<file path="src/rtl/digit_serial_adder_pkg.sv">
// Shared types and elaboration-time helpers for the digit-serial adder.
// Parameter-derived constants are computed through functions so each instance gets its own values.
package digit_serial_adder_pkg;

  typedef enum logic {
    IDLE = 1'b0,
    RUN  = 1'b1
  } state_e;

  localparam int DEFAULT_WIDTH = 16;
  localparam int DEFAULT_DIGIT = 4;

  function automatic int num_digits(input int width, input int digit);
    return width / digit;
  endfunction

  // Legal only when the operand splits into whole digits.
  function automatic bit digit_fits(input int width, input int digit);
    return (width >= 2) && (digit >= 1) && (digit <= width) && ((width % digit) == 0);
  endfunction

  function automatic int cnt_bits(input int n);
    return (n > 1) ? $clog2(n) : 1;
  endfunction

endpackage

</file>
<file path="src/rtl/digit_serial_adder_digit_adder.sv">
// Combinational DIGIT-bit ripple adder.
// Also exposes the carry into the top bit so the caller can form signed overflow.
module digit_adder
  import digit_serial_adder_pkg::*;
#(
  parameter int DIGIT = DEFAULT_DIGIT
) (
  input  logic [DIGIT-1:0] x,
  input  logic [DIGIT-1:0] y,
  input  logic             ci,
  output logic [DIGIT-1:0] s,
  output logic             co,
  output logic             c_msb
);

  logic [DIGIT:0] c;

  assign c[0] = ci;

  for (genvar gi = 0; gi < DIGIT; gi++) begin : g_bit
    assign s[gi]   = x[gi] ^ y[gi] ^ c[gi];
    assign c[gi+1] = (x[gi] & y[gi]) | (x[gi] & c[gi]) | (y[gi] & c[gi]);
  end

  assign co    = c[DIGIT];
  assign c_msb = c[DIGIT-1];

endmodule

</file>
<file path="src/rtl/digit_serial_adder.sv">
// Multi-cycle adder/subtractor: DIGIT bits per clock, LSB digit first, with a registered
// inter-digit carry and a start/busy/done handshake.
module digit_serial_adder
  import digit_serial_adder_pkg::*;
#(
  parameter int WIDTH = DEFAULT_WIDTH,
  parameter int DIGIT = DEFAULT_DIGIT
) (
  input  logic             clk,
  input  logic             rst_n,
  input  logic             start,
  input  logic [WIDTH-1:0] a,
  input  logic [WIDTH-1:0] b,
  input  logic             cin,
  input  logic             sub,
  output logic             busy,
  output logic             done,
  output logic [WIDTH-1:0] sum,
  output logic             cout,
  output logic             ovf
);

  localparam int NUM_DIGITS = num_digits(WIDTH, DIGIT);
  localparam int CNT_W      = cnt_bits(NUM_DIGITS);
  localparam logic [CNT_W-1:0] LAST_CNT = CNT_W'(NUM_DIGITS - 1);

  if (!digit_fits(WIDTH, DIGIT)) begin : g_bad_params
    $error("digit_serial_adder: DIGIT must divide WIDTH and WIDTH must be at least 2");
  end

  state_e           state_q, state_d;
  logic [WIDTH-1:0] a_q, a_d;
  logic [WIDTH-1:0] b_q, b_d;
  logic [WIDTH-1:0] acc_q, acc_d;
  logic [CNT_W-1:0] cnt_q, cnt_d;
  logic             carry_q, carry_d;
  logic             done_q, done_d;
  logic [WIDTH-1:0] sum_q, sum_d;
  logic             cout_q, cout_d;
  logic             ovf_q, ovf_d;

  logic [DIGIT-1:0] slice_s;
  logic             slice_co;
  logic             slice_c_msb;
  logic [WIDTH-1:0] a_shift;
  logic [WIDTH-1:0] b_shift;
  logic [WIDTH-1:0] acc_shift;

  digit_adder #(
    .DIGIT(DIGIT)
  ) u_digit_adder (
    .x    (a_q[DIGIT-1:0]),
    .y    (b_q[DIGIT-1:0]),
    .ci   (carry_q),
    .s    (slice_s),
    .co   (slice_co),
    .c_msb(slice_c_msb)
  );

  // Operands shift right to expose the next digit; results enter from the top.
  if (NUM_DIGITS == 1) begin : g_single
    assign a_shift   = '0;
    assign b_shift   = '0;
    assign acc_shift = slice_s;
  end else begin : g_multi
    assign a_shift   = {{DIGIT{1'b0}}, a_q[WIDTH-1:DIGIT]};
    assign b_shift   = {{DIGIT{1'b0}}, b_q[WIDTH-1:DIGIT]};
    assign acc_shift = {slice_s, acc_q[WIDTH-1:DIGIT]};
  end

  always_ff @(posedge clk or negedge rst_n) begin
    if (!rst_n) begin
      state_q <= IDLE;
      a_q     <= '0;
      b_q     <= '0;
      acc_q   <= '0;
      cnt_q   <= '0;
      carry_q <= 1'b0;
      done_q  <= 1'b0;
      sum_q   <= '0;
      cout_q  <= 1'b0;
      ovf_q   <= 1'b0;
    end else begin
      state_q <= state_d;
      a_q     <= a_d;
      b_q     <= b_d;
      acc_q   <= acc_d;
      cnt_q   <= cnt_d;
      carry_q <= carry_d;
      done_q  <= done_d;
      sum_q   <= sum_d;
      cout_q  <= cout_d;
      ovf_q   <= ovf_d;
    end
  end

  always_comb begin
    state_d = state_q;
    a_d     = a_q;
    b_d     = b_q;
    acc_d   = acc_q;
    cnt_d   = cnt_q;
    carry_d = carry_q;
    done_d  = 1'b0;
    sum_d   = sum_q;
    cout_d  = cout_q;
    ovf_d   = ovf_q;

    unique case (state_q)
      IDLE: begin
        if (start) begin
          // Subtraction is a + ~b + 1; the +1 rides in on the initial carry.
          a_d     = a;
          b_d     = sub ? ~b : b;
          carry_d = sub ? 1'b1 : cin;
          cnt_d   = '0;
          state_d = RUN;
        end
      end
      RUN: begin
        a_d     = a_shift;
        b_d     = b_shift;
        acc_d   = acc_shift;
        carry_d = slice_co;
        cnt_d   = cnt_q + 1'b1;
        if (cnt_q == LAST_CNT) begin
          sum_d   = acc_shift;
          cout_d  = slice_co;
          ovf_d   = slice_c_msb ^ slice_co;
          done_d  = 1'b1;
          state_d = IDLE;
        end
      end
      default: state_d = IDLE;
    endcase
  end

  assign busy = (state_q == RUN);
  assign done = done_q;
  assign sum  = sum_q;
  assign cout = cout_q;
  assign ovf  = ovf_q;

endmodule

</file>
<file path="config.mk">
export PLATFORM = sky130hd
export DESIGN_NAME = digit_serial_adder
export DESIGN_NICKNAME = d
export VERILOG_FILES = /design/src/rtl/digit_serial_adder_pkg.sv /design/src/rtl/digit_serial_adder_digit_adder.sv /design/src/rtl/digit_serial_adder.sv
export SDC_FILE = /design/constraint.sdc
export NUM_CORES = 1
export LEC_CHECK = 0
export ABC_AREA = 1
export CORE_MARGIN = 1.5
export CORE_UTILIZATION = 29
export CTS_CLUSTER_DIAMETER = 80
export DETAILED_ROUTE_END_ITERATION = 10
export DONT_BUFFER_PORTS = 1
export REMOVE_ABC_BUFFERS = 1
export SYNTH_ARGS = -nofsm -noshare
export SYNTH_HDL_FRONTEND = slang
export SYNTH_HIERARCHICAL = 1
export SYNTH_SLANG_ARGS = --single-unit
export TNS_END_PERCENT = 50
</file>
<file path="constraint.sdc">
create_clock -name clk -period 2.2 [get_ports clk]
set_input_delay 0.22 -clock clk [delete_from_list [all_inputs] [get_ports clk]]
set_output_delay 0.22 -clock clk [all_outputs]
set_load 0.01 [all_outputs]
</file>
==> flow_metrics.env <==
export IMPL_power_density_nw_per_um2=1210
export IMPL_syn_area_um2=3100
export IMPL_clockBufferDepth=2
export IMPL_syn_inst=380
export IMPL_path_delay_family="adder cells"
export IMPL_critPathBufInv=4
export IMPL_drt_pass1_iterations=4
export IMPL_drive_gt1_frac=0.0900
export IMPL_worstMarginPinSlew_ns=0.526
export IMPL_cap_violations=0
export IMPL_io_pins=57
export IMPL_skew_ns=0.00270
export IMPL_max_slew_margin=0.649
export IMPL_vias=2303
export IMPL_syn_area_per_cell_um2=8.15
export IMPL_grt_pass1_wl_mm=11.0
export IMPL_status="completed"
export IMPL_required_ns=2.47
export IMPL_cts_tree="done"
export IMPL_nNetsFinal=437
export IMPL_port_buffers=0
export IMPL_synth_area_mux_share=0
export IMPL_cts_clk_slew_worst_paths_ns=0.07
export IMPL_grt_use_total=0.125
export IMPL_p_sw_frac=0.371
export IMPL_fin_crit_sh=0.966
export IMPL_synth_compound_area_frac=0.0614
export IMPL_criticalPathCategory="register to register"
export IMPL_pwr_share_clk=0.240
export IMPL_drt_iter0_markers=159
export IMPL_slew_viol_final=0
export IMPL_synth_top_cell_by_area="dfrtp_1"
export IMPL_ys_seq_elements=67
export IMPL_hold_worst_slack_ns=0.0534
export IMPL_period_minus_slack_ns=2.13
export IMPL_synth_cell_types=16
export IMPL_critPathMaxFanout=2
export IMPL_cp_common_cell="inv_2"
export IMPL_dpl_hpwl_mm=4.11
export IMPL_path_cells="inv_2 > fa_2 > inv_2 > fa_2 > fa_2 > inv_2 > fa_1 > inv_2 > nand2_1 > o21ai_1"
export IMPL_worst_ir_drop_vdd_v=0.000400
export IMPL_end_kind="register"
export IMPL_rows=37
export IMPL_grt_overflow=0
export IMPL_core_area_um2=10300
export IMPL_fin_area_um2=3590
export IMPL_antenna_found_initial=0
export IMPL_totalWireLength_mm=6.26
export IMPL_arrival_ns=2.39
export IMPL_rsz0062_at_grt="true"
export IMPL_clock_latency_ns=0.34
export IMPL_hold_viol_final=0
export IMPL_gp_congestion=0.758
export IMPL_cp_slowest_cell="fa_1"
export IMPL_ant_nets=0
export IMPL_grt_pass1_vias=2332
export IMPL_die_area_um2=11300
export IMPL_combPwrFrac=0.277
export IMPL_area_growth_pct=15.8
export IMPL_ys_seq_area_frac=0.541
export IMPL_h_tree_depth=3
export IMPL_placed_cell_area_um2=3160
export IMPL_clkSinkCount=67
export IMPL_synth_top_family_by_area="simple AND/OR/NAND/NOR gates"
export IMPL_nFillCells=1085
export IMPL_leakage_uw=0.00194
export IMPL_critPathLaunchType="register"
export IMPL_die_h_um=106
export IMPL_vias_per_cell=4.30
export IMPL_dp_slack_ns=-0.0166
export IMPL_synth_xor_area_frac=0
export IMPL_fin_ws_ns=0.0749
export IMPL_initial_core_util=0.300
export IMPL_yosys_warnings=6
export IMPL_netlist_top_cells_area="dfrtp_1 (54%), nand2_1 (20%), inv_1 (6.7%), nand3_1 (4.8%), o21ai_0 (4.0%)"
export IMPL_synthSimpleGateAreaFrac=0.260
export IMPL_hp_class="primary input to register"
export IMPL_power_frac_seq=0.484
export IMPL_wire_per_inst_um=11.7
export IMPL_maxClockFrequency_ghz=0.471
export IMPL_drc=0
export IMPL_cts_inserted_buffers=9
export IMPL_p_int_uw=2720
export IMPL_power_switching_uw=1610
export IMPL_cts_root_buf="clkbuf_8"
export IMPL_n_antenna_cell=0
export IMPL_setup_violations=0
export IMPL_synth_fa_ha_area_frac=0.0299
export IMPL_yosys_area_top_type_share=0.541
export IMPL_grt_max_degree=68
export IMPL_die_w_um=106
export IMPL_max_stage_delay_ns=0.42
-- cells in the mapped netlist --
| cell | count |
|---|---|
| o21ai_1 | 1 |
| dfrtp_1 | 67 |
| ha_1 | 1 |
| nand2_1 | 161 |
| buf_2 | 11 |
| nand2_2 | 1 |
| nor2_8 | 2 |
| nor2_1 | 1 |
| a21oi_1 | 12 |
| buf_4 | 4 |
| inv_1 | 55 |
| buf_6 | 3 |
| o21ai_0 | 25 |
| nand3_1 | 30 |
| inv_2 | 2 |
| fa_1 | 4 |
-- kinds of logic after synthesis --
logic type               Yosys count
adder cells (fa/ha/maj)            5
buffers and inverters             75
AND/OR/NAND/NOR                  195
flip-flops                        67
AO/OA/AOI/OAI                     38
-- tightest hold or removal path, cell delays in order --
cell     delay [ns]
nand2_1        0.03
nand3_1        0.07
nand2_1        0.04
-- metal layers --
layer / up-vias / part of all wire / global-route usage
li1: 1175 / - / -
met4: 0 / 0.017 / 0.0492
met5: - / 0 / 0
met3: 11 / 0.057 / 0.0362
met1: 1061 / 0.44 / 0.151
met2: 56 / 0.49 / 0.210
-- power by group through the flow --
stage / sequential, µW / combinational, µW / clock [µW]
floorplan: 2060 / 815 / 0
global placement: 2100 / 1060 / 0
detailed placement: 2120 / 1110 / 0
CTS: 2100 / 1180 / 1070
global route: 2160 / 1440 / 1140
finish: 2090 / 1200 / 1040
-- state kept, by name (all words and copies together), names as in the netlist --
register and count:
ovf 1, done 1, busy 1, b_q 16, sum 16, acc_q 12
cnt_q 2, a_q 16, cout 1, carry_q 1
-- cell usage in the layout (no fill, tap or decap), drive strengths merged --
master,count
bufinv,1
a21oi,12
o21ai,26
dfrtp,67
clkinvlp,2
clkbuf,10
fa,4
nand2,162
inv,58
nor2,3
dlygate4sd3,17
ha,1
buf,5
clkinv,2
nand3,30
-- through the flow --
| step | instances | setup TNS (ns) | total power (µW) | utilization |
|---|---|---|---|---|
| global placement | 500 | 0 | 3160 | 0.307 |
| CTS | 534 | 0 | 4350 | 0.345 |
| detailed placement | 500 | -0.0166 | 3230 | 0.307 |
| finish | 536 | 0 | 4320 | 0.347 |
| global route | 536 | -0.0616 | 4740 | 0.347 |
| floorplan | 362 | -0.399 | 2880 | - |
-- final timing paths --
check / from / end / slack, ns / cells after the start
max in group asynchronous: rst_n / b_q[10] / 1.50 / 2
hold reg to reg: b_q[12] / b_q[12] / 0.48 / 2
min in group asynchronous: rst_n / acc_q[5] / 0.42 / 2
hold / removal: sub / b_q[15] / 0.05 / 3
setup / recovery: b_q[0] / acc_q[15] / 0.07 / 10
setup reg to reg: b_q[0] / acc_q[15] / 0.07 / 10
-- area by class of cell --
class	count	area, µm²	share of cell area
Sequential cell	67	1680	0.468
Multi-Input combinational cell	238	1090	0.305
Timing Repair Buffer	22	228	0.0635
Inverter	57	214	0.0597
Tap cell	136	170	0.0475
Clock buffer	10	138	0.0384
Clock inverter	6	63.8	0.0178
-- repair_timing --
action                                 in CTS  in global routing
resized for setup                           1                  9
hold buffers                               18                  0
buffers inserted                            0                  2
pin swaps                                   0                  2
setup endpoints to repair                   2                  4
endpoints found under the hold margin      83                  0
No activity file was read; power rests on OpenSTA's default activity.
